### config.mk
export PLATFORM = sky130hd
export DESIGN_NAME = rom_loader
export DESIGN_NICKNAME = d
export VERILOG_FILES = /design/src/rtl/rom_loader.sv
export SDC_FILE = /design/constraint.sdc
export NUM_CORES = 1
export LEC_CHECK = 0
export CAP_MARGIN = 0
export CELL_PAD_IN_SITES_DETAIL_PLACEMENT = 2
export CELL_PAD_IN_SITES_GLOBAL_PLACEMENT = 2
export CORE_AREA = 2 2 162 164
export DETAILED_ROUTE_END_ITERATION = 6
export DIE_AREA = 0 0 164 166
export GPL_TIMING_DRIVEN = 0
export PLACE_DENSITY = 0.76
export SLEW_MARGIN = 15
export SYNTH_ARGS = -nofsm -noshare
export SYNTH_HDL_FRONTEND = slang
export SYNTH_SLANG_ARGS = --single-unit
export TNS_END_PERCENT = 100
### constraint.sdc
create_clock -name clk -period 2.7 [get_ports clk]
set_input_delay 0.27 -clock clk [delete_from_list [all_inputs] [get_ports clk]]
set_output_delay 0.27 -clock clk [all_outputs]
set_load 0.005 [all_outputs]
### src/rtl/rom_loader.sv
// Boot-time program loader: streams ROM bytes, packs them little-endian into
// 32-bit words and writes them to main memory, then raises `finished`.
module rom_loader #(
  parameter logic [31:0] MEM_BASE  = 32'd0,
  parameter logic [31:0] MAX_BYTES = 32'd65536
) (
  input  logic        clk,
  input  logic        reset_n,
  input  logic        start,
  output logic [31:0] rom_address,
  input  logic [7:0]  rom_byte,
  input  logic        rom_done,
  output logic [31:0] mem_address,
  output logic [31:0] mem_data,
  output logic        mem_write,
  input  logic        mem_ready,
  output logic        busy,
  output logic        finished,
  output logic [31:0] byte_count
);

  typedef enum logic [1:0] {IDLE, FETCH, WRITE, DONE} state_t;

  state_t      state, stateNext;
  logic [31:0] romAddressNext;
  logic [31:0] memAddressNext;
  logic [31:0] memDataNext;
  logic [31:0] byteCountNext;
  logic [1:0]  lane, laneNext;
  logic        flush, flushNext;

  always_ff @(posedge clk or negedge reset_n) begin
    if (!reset_n) begin
      state       <= IDLE;
      rom_address <= 32'd0;
      mem_address <= 32'd0;
      mem_data    <= 32'd0;
      byte_count  <= 32'd0;
      lane        <= 2'd0;
      flush       <= 1'b0;
    end else begin
      state       <= stateNext;
      rom_address <= romAddressNext;
      mem_address <= memAddressNext;
      mem_data    <= memDataNext;
      byte_count  <= byteCountNext;
      lane        <= laneNext;
      flush       <= flushNext;
    end
  end

  // The end-of-image check comes before the byte capture, so the done-marker
  // byte is never packed and rom_address can never step past MAX_BYTES.
  always_comb begin
    stateNext      = state;
    romAddressNext = rom_address;
    memAddressNext = mem_address;
    memDataNext    = mem_data;
    byteCountNext  = byte_count;
    laneNext       = lane;
    flushNext      = flush;

    case (state)
      IDLE, DONE: begin
        if (start) begin
          stateNext      = FETCH;
          romAddressNext = 32'd0;
          byteCountNext  = 32'd0;
          laneNext       = 2'd0;
          memAddressNext = MEM_BASE;
          memDataNext    = 32'd0;
          flushNext      = 1'b0;
        end
      end

      FETCH: begin
        if (rom_done || (rom_address == MAX_BYTES)) begin
          if (lane != 2'd0) begin
            flushNext = 1'b1;
            stateNext = WRITE;
          end else begin
            stateNext = DONE;
          end
        end else begin
          memDataNext[{lane, 3'b000} +: 8] = rom_byte;
          romAddressNext = rom_address + 32'd1;
          byteCountNext  = byte_count + 32'd1;
          laneNext       = lane + 2'd1;
          if (lane == 2'd3) begin
            stateNext = WRITE;
          end
        end
      end

      WRITE: begin
        if (mem_ready) begin
          memAddressNext = mem_address + 32'd1;
          laneNext       = 2'd0;
          memDataNext    = 32'd0;
          flushNext      = 1'b0;
          stateNext      = flush ? DONE : FETCH;
        end
      end

      default: begin
        stateNext = IDLE;
      end
    endcase
  end

  // Decoded straight from the state register so a reset removes mem_write at once.
  assign mem_write = (state == WRITE);
  assign busy      = (state == FETCH) || (state == WRITE);
  assign finished  = (state == DONE);

endmodule
==> impl_metrics.env, run 1 <==
export IMPL_outcome="complete, no violations"
export IMPL_layout_commonest_cell="clkdlybuf4s50_1"
export IMPL_gp_congestion=0.766
export IMPL_hpwl_um=18900
export IMPL_cap_violations=0
export IMPL_critPathMaxStageDelay_ns=0.54
export IMPL_path_max_fanout=6
export IMPL_clock_path_buffers=2
export IMPL_synthArstFlopShare=1.00
export IMPL_netlist_instances=761
export IMPL_critical_path_arrival_ns=2.99
export IMPL_ys_seq_area_frac=0.471
export IMPL_ir_drop_mv=0.489
export IMPL_drive_gt1_frac=0.110
export IMPL_place_port_buffers=142
export IMPL_cpMaxStageDelayCell="or4_4"
export IMPL_synthFlopType="dfrtp_1"
export IMPL_drt_pass1_iterations=4
export IMPL_place_ws_ns=-0.991
export IMPL_fin_nets=956
export IMPL_cts_tree="built"
export IMPL_p_int_mw=4.39
export IMPL_hold_violations=0
export IMPL_floorplan_initialDensity=0.276
export IMPL_num_vias=6996
export IMPL_wire_per_inst_um=20.9
export IMPL_cts_sinks=133
export IMPL_dieHeight_um=166
export IMPL_root_buffer="clkbuf_16"
export IMPL_grt_use_total=0.199
export IMPL_rsz0062_at_grt="yes"
export IMPL_post_route_min_period_ns=2.63
export IMPL_path_cells="ha_2, buf_6, buf_6, nor2_4, or4_4, or4_4, or3_4, a21oi_2"
export IMPL_fp_dieW_um=164
export IMPL_maxSlewHeadroom=0.535
export IMPL_num_rows=59
export IMPL_avgSynthCellArea_um2=9.28
export IMPL_power_density_mw_per_mm2=748
export IMPL_setup_viol=0
export IMPL_clk_latency_ns=0.43
export IMPL_instances_no_fill=1280
export IMPL_antenna_found_initial=0
export IMPL_htree_levels=4
export IMPL_comb_power_share=0.372
export IMPL_io_pins=144
export IMPL_via_per_inst=5.47
export IMPL_synth_nets=785
export IMPL_muxShareOfSynthArea=0.00603
export IMPL_ys_ff_latch=133
export IMPL_postLayoutSetupSlackWorst_ns=0.0663
export IMPL_slew_violations=0
export IMPL_drcViolationCount=0
export IMPL_antenna_cells=0
export IMPL_cts_buffers=17
export IMPL_detail_route_antenna_nets=0
export IMPL_synth_top_family_by_area="simple AND/OR/NAND/NOR gates"
export IMPL_crit_buf_inv=2
export IMPL_grt_max_degree=74
export IMPL_p_sw_frac=0.403
export IMPL_yosysWarnings=0
export IMPL_power_frac_clock=0.321
export IMPL_yosys_area_share_simple=0.249
export IMPL_die_area_mm2=0.0272
export IMPL_hold_path_class="primary input to async pin"
export IMPL_routed_wl_um=26700
export IMPL_skew_ns=0.0166
export IMPL_synthAdderAreaFrac=0.0195
export IMPL_grt_pass1_wl_um=42900
export IMPL_p_sw_mw=2.96
export IMPL_criticalPathCategory="flop to flop"
export IMPL_placedCellCount=1239
export IMPL_coreArea_mm2=0.0256
export IMPL_syn_to_final_growth_pct=39.2
export IMPL_nFillCells=2738
export IMPL_critPathCaptureType="flop"
export IMPL_worst_setup_path_start_kind="flop"
export IMPL_multiInputGateArea_mm2=0.00364
export IMPL_path_clk_slew_ns=0.07
export IMPL_most_common_layout_cells="141 x clkdlybuf4s50_1, 133 x dfrtp_1, 54 x nand2_1, 52 x nand3_1, 46 x nor2_1"
export IMPL_synth_cell_types=57
export IMPL_p_leak_nw=4.06
export IMPL_fmax_ghz=0.380
export IMPL_syn_cell_area_mm2=0.00706
export IMPL_synth_edf_count=0
export IMPL_tightestPinTransition_ns=0.698
export IMPL_grt_pass1_vias=7468
export IMPL_cp_top_family="simple AND/OR/NAND/NOR gates"
export IMPL_synth_compound_area_share=0.188
export IMPL_regArea_mm2=0.00333
export IMPL_post_synth_xor_area_fraction=0.0236
export IMPL_power_frac_seq=0.307
export IMPL_drtIter0Drc=304
export IMPL_grt_overflow=0
export IMPL_fin_crit_sh=0.975
export IMPL_required_ns=3.06
## layout make-up
class,count,share of cell area
tap,335,0.0427
multi-input combinational,552,0.370
clock inverter,13,0.0148
buffer,36,0.0172
inverter,36,0.0138
sequential,133,0.339
timing repair buffer,156,0.159
clock buffer,19,0.0441
## flip-flops by register name, summed over array words and instances (netlist names)
signal       count
state            2
lane             2
byte_count      32
mem_data        32
rom_address     32
flush            1
mem_address     32
## through the flow
stage	utilization	setup TNS [ns]	instance area [um^2]	hold WS, ns	power (mW)
final	0.384	0	9830	0.371	7.35
after global routing	0.384	-0.167	9830	0.422	7.75
after CTS	0.379	-0.0273	9700	0.403	7.31
after detailed placement	0.349	-46.61	8940	0.258	4.70
after global placement	0.348	-663.59	8910	0.470	4.64
after floorplan	-	0	7070	-0.0256	3.59
## path summary, 6_finish.rpt
kind | startpoint | endpoint | slack [ns] | depth (start not counted)
worst min-delay path | reset_n | mem_address[16]$_DFFE_PN0P_ | 0.37 | 2
worst min register to register | mem_data[15]$_DFFE_PN0P_ | mem_data[15]$_DFFE_PN0P_ | 0.49 | 1
min in group clk | rom_byte[5] | mem_data[5]$_DFFE_PN0P_ | 0.48 | 2
worst max register to register | state[1]$_DFFE_PN0P_ | mem_address[26]$_DFFE_PN0P_ | 0.07 | 8
max in group asynchronous | reset_n | byte_count[11]$_DFFE_PN0P_ | 1.54 | 3
worst max-delay path | state[1]$_DFFE_PN0P_ | mem_address[26]$_DFFE_PN0P_ | 0.07 | 8
## worst reg2reg max path, cell delays in order (launching register included)
cell and delay, ns:
dfrtp_1 0.41, ha_2 0.34, buf_6 0.12, buf_6 0.11, nor2_4 0.05, or4_4 0.51, or4_4 0.54, or3_4 0.35
a21oi_2 0.14
## Yosys cell counts, types with 4 or more instances
cell       count  area [um^2]
a211o_1       22          193
a21oi_1       26          130
a22o_1        11         96.3
a31oi_1        8         50.1
a41oi_1        4         35.0
and2_1         4         25.0
and3_1        25          156
and4_1        11         96.3
clkbuf_1      33          124
dfrtp_1      133         3330
ha_1          11          138
inv_1         36          135
nand2_1       55          206
nand2b_1       5         31.3
nand3_1       52          260
nand4_1       33          206
nor2_1        49          184
nor3_1        29          145
nor4_1        29          181
o211a_1        6         60.1
o211ai_1      12         90.1
o21ai_0       36          180
o21ai_1        4         20.0
o22ai_1       18          113
o2bb2ai_1      8         70.1
o311ai_0       7         61.3
o31ai_1        7         52.6
or2_2          5         31.3
or3_1         17          106
or4_1          4         30.0
xnor2_1        9         78.8
xor2_1        10         87.6
## timing repair
action | 4_1_cts | 5_1_grt
endpoints found under the setup margin | 103 | 75
endpoints found under the hold margin | 60 | 0
setup buffers | 10 | 2
hold buffers | 1 | 0
resized for setup | 36 | 31
pin swaps | 5 | 4
## per-layer routing
layer,part of all wire,GRT usage,up-vias
met2,0.50,0.337,141
met3,0.033,0.0295,23
met4,0.0084,0.0359,0
li1,-,-,3223
met1,0.46,0.272,3609
met5,0,0,-
## cells by family after synthesis
group,Yosys count
mux,4
flops,133
fa+ha+maj,11
buf+inv,76
xor+xnor,19
compound gates,189
simple gates,329
## power by group through the flow
stage | logic (mW) | clock network (mW) | registers [mW]
detailed placement | 2.40 | 0 | 2.30
floorplan | 1.32 | 0 | 2.27
global placement | 2.35 | 0 | 2.29
CTS | 2.65 | 2.40 | 2.26
finish | 2.74 | 2.36 | 2.26
global route | 2.98 | 2.49 | 2.28
(Power assumes the default switching activity.)
==> run 2, diff against run 1 <==
Settings changed: SLEW_MARGIN 15 to not set.
==> run 2 against run 1 <==
Die area did not move; largest cell class unchanged; clock power is essentially flat; sequential share of layout area barely moved.
==> impl_metrics.env, run 2 (same netlist as run 1, synthesis figures left out) <==
export IMPL_place_ws_ns=-0.960
export IMPL_maxSlewHeadroom=0.518
export IMPL_critPathMaxStageDelay_ns=0.58
export IMPL_routed_wl_um=26800
export IMPL_drtIter0Drc=269
export IMPL_power_density_mw_per_mm2=741
export IMPL_placed_area_mm2=0.00894
export IMPL_criticalPathCategory="flop to flop"
export IMPL_wire_per_inst_um=20.9
export IMPL_wl_met2_um=13400
export IMPL_drcViolationCount=0
export IMPL_coreArea_mm2=0.0256
export IMPL_design_area_mm2=0.00982
export IMPL_antenna_found_initial=0
export IMPL_dieHeight_um=166
export IMPL_postLayoutSetupSlackWorst_ns=0.0571
export IMPL_post_route_min_period_ns=2.64
export IMPL_cpMaxStageDelayCell="or4_4"
export IMPL_holdWs_ns=0.403
export IMPL_num_vias=6991
export IMPL_htree_levels=4
export IMPL_drt_pass1_iterations=4
export IMPL_layout_commonest_cell="clkdlybuf4s50_1"
export IMPL_io_pins=144
export IMPL_cp_top_family="simple AND/OR/NAND/NOR gates"
export IMPL_setup_tns_ns=0
export IMPL_fin_nets=955
export IMPL_via_per_inst=5.47
export IMPL_critPathCaptureType="flop"
export IMPL_most_common_layout_cells="141 x clkdlybuf4s50_1, 133 x dfrtp_1, 54 x nand2_1, 52 x nand3_1, 47 x nor2_1"
export IMPL_root_buffer="clkbuf_16"
export IMPL_floorplan_initialDensity=0.276
export IMPL_crit_buf_inv=2
export IMPL_path_common_cell="or4_4"
export IMPL_gp_congestion=0.766
export IMPL_skew_ns=0.0135
export IMPL_cap_violations=0
export IMPL_grt_pass1_vias=7501
export IMPL_path_cells="inv_2, ha_2, buf_6, nor2b_4, or4_4, or4_4, or3_4, a21oi_2"
export IMPL_cts_sinks=133
export IMPL_outcome="complete, no violations"
export IMPL_detail_route_antenna_nets=0
export IMPL_syn_to_final_growth_pct=39.1
export IMPL_clock_path_buffers=2
export IMPL_num_rows=59
export IMPL_p_leak_nw=4.06
export IMPL_grt_overflow=0
export IMPL_required_ns=3.05
export IMPL_fp_dieW_um=164
export IMPL_routed_top_layer="met4"
export IMPL_fmax_ghz=0.378
export IMPL_hpwl_um=19000
export IMPL_fin_crit_sh=0.979
export IMPL_path_max_fanout=9
export IMPL_setup_viol=0
export IMPL_cts_buffers=17
export IMPL_slew_violations=0
export IMPL_drive_gt1_frac=0.110
export IMPL_m1WireLength_um=12300
export IMPL_antenna_cells=0
export IMPL_dr_wl_met3_um=808
export IMPL_rsz0062_at_grt="yes"
export IMPL_die_area_mm2=0.0272
export IMPL_cts_tree="built"
export IMPL_tightestPinTransition_ns=0.723
export IMPL_place_port_buffers=142
export IMPL_critical_path_arrival_ns=2.99
export IMPL_ir_drop_mv=0.424
export IMPL_worst_setup_path_start_kind="flop"
export IMPL_grt_pass1_wl_um=43000
export IMPL_hold_path_class="primary input to async pin"
export IMPL_grt_max_degree=74
export IMPL_fin_util=0.383
export IMPL_clk_latency_ns=0.42
export IMPL_grt_use_total=0.200
export IMPL_path_clk_slew_ns=0.07
export IMPL_hold_violations=0
-- run 2: cell types whose count changed in the layout (fill, tap and decap cells not counted), sizes merged --
cell / previous run / this run
buf: 22 / 21
-- run 2: per-layer routing --
layer,vias to the layer above,GRT usage
li1,3215,-
met1,3614,0.266
met2,142,0.342
met3,20,0.0307
met4,0,0.0435
met5,-,0
-- run 2: path summary, 6_finish.rpt --
check	endpoint	slack, ns	depth (start not counted)	from
min	mem_address[16]$_DFFE_PN0P_	0.40	2	reset_n
min reg2reg	mem_data[14]$_DFFE_PN0P_	0.49	1	mem_data[14]$_DFFE_PN0P_
max	mem_address[26]$_DFFE_PN0P_	0.06	8	state[0]$_DFFE_PN0P_
max in group asynchronous	byte_count[16]$_DFFE_PN0P_	1.47	3	reset_n
min in group clk	mem_data[14]$_DFFE_PN0P_	0.49	1	mem_data[14]$_DFFE_PN0P_
max reg2reg	mem_address[26]$_DFFE_PN0P_	0.06	8	state[0]$_DFFE_PN0P_
-- run 2: cell type report --
cell class / instances / area, um^2
buffer: 35 / 171
clock buffer: 19 / 433
sequential: 133 / 3330
multi-input combinational: 552 / 3640
tap: 335 / 419
inverter: 36 / 135
fill: 2745 / 15800
clock inverter: 13 / 145
timing repair buffer: 156 / 1550
-- run 2: metrics by stage --
step	instances	power (mW)
after floorplan	761	3.59
after global placement	1238	4.64
after detailed placement	1239	4.70
after CTS	1277	7.31
after global routing	1279	7.69
final	1279	7.28
-- run 2: power by group --
| part | internal, mW | total, mW | switching (mW) |
|---|---|---|---|
| Clock | 1.37 | 2.33 | 0.962 |
| Combinational | 0.858 | 2.69 | 1.83 |
| Sequential | 2.12 | 2.26 | 0.139 |
-- run 2: timing repair --
| action | CTS | global route |
|---|---|---|
| buffers inserted | 8 | 4 |
| hold endpoints to repair | 60 | 0 |
| gates resized for setup | 38 | 34 |
| pin swaps | 6 | 7 |
| setup endpoints to repair | 98 | 72 |
| hold buffers | 1 | 0 |
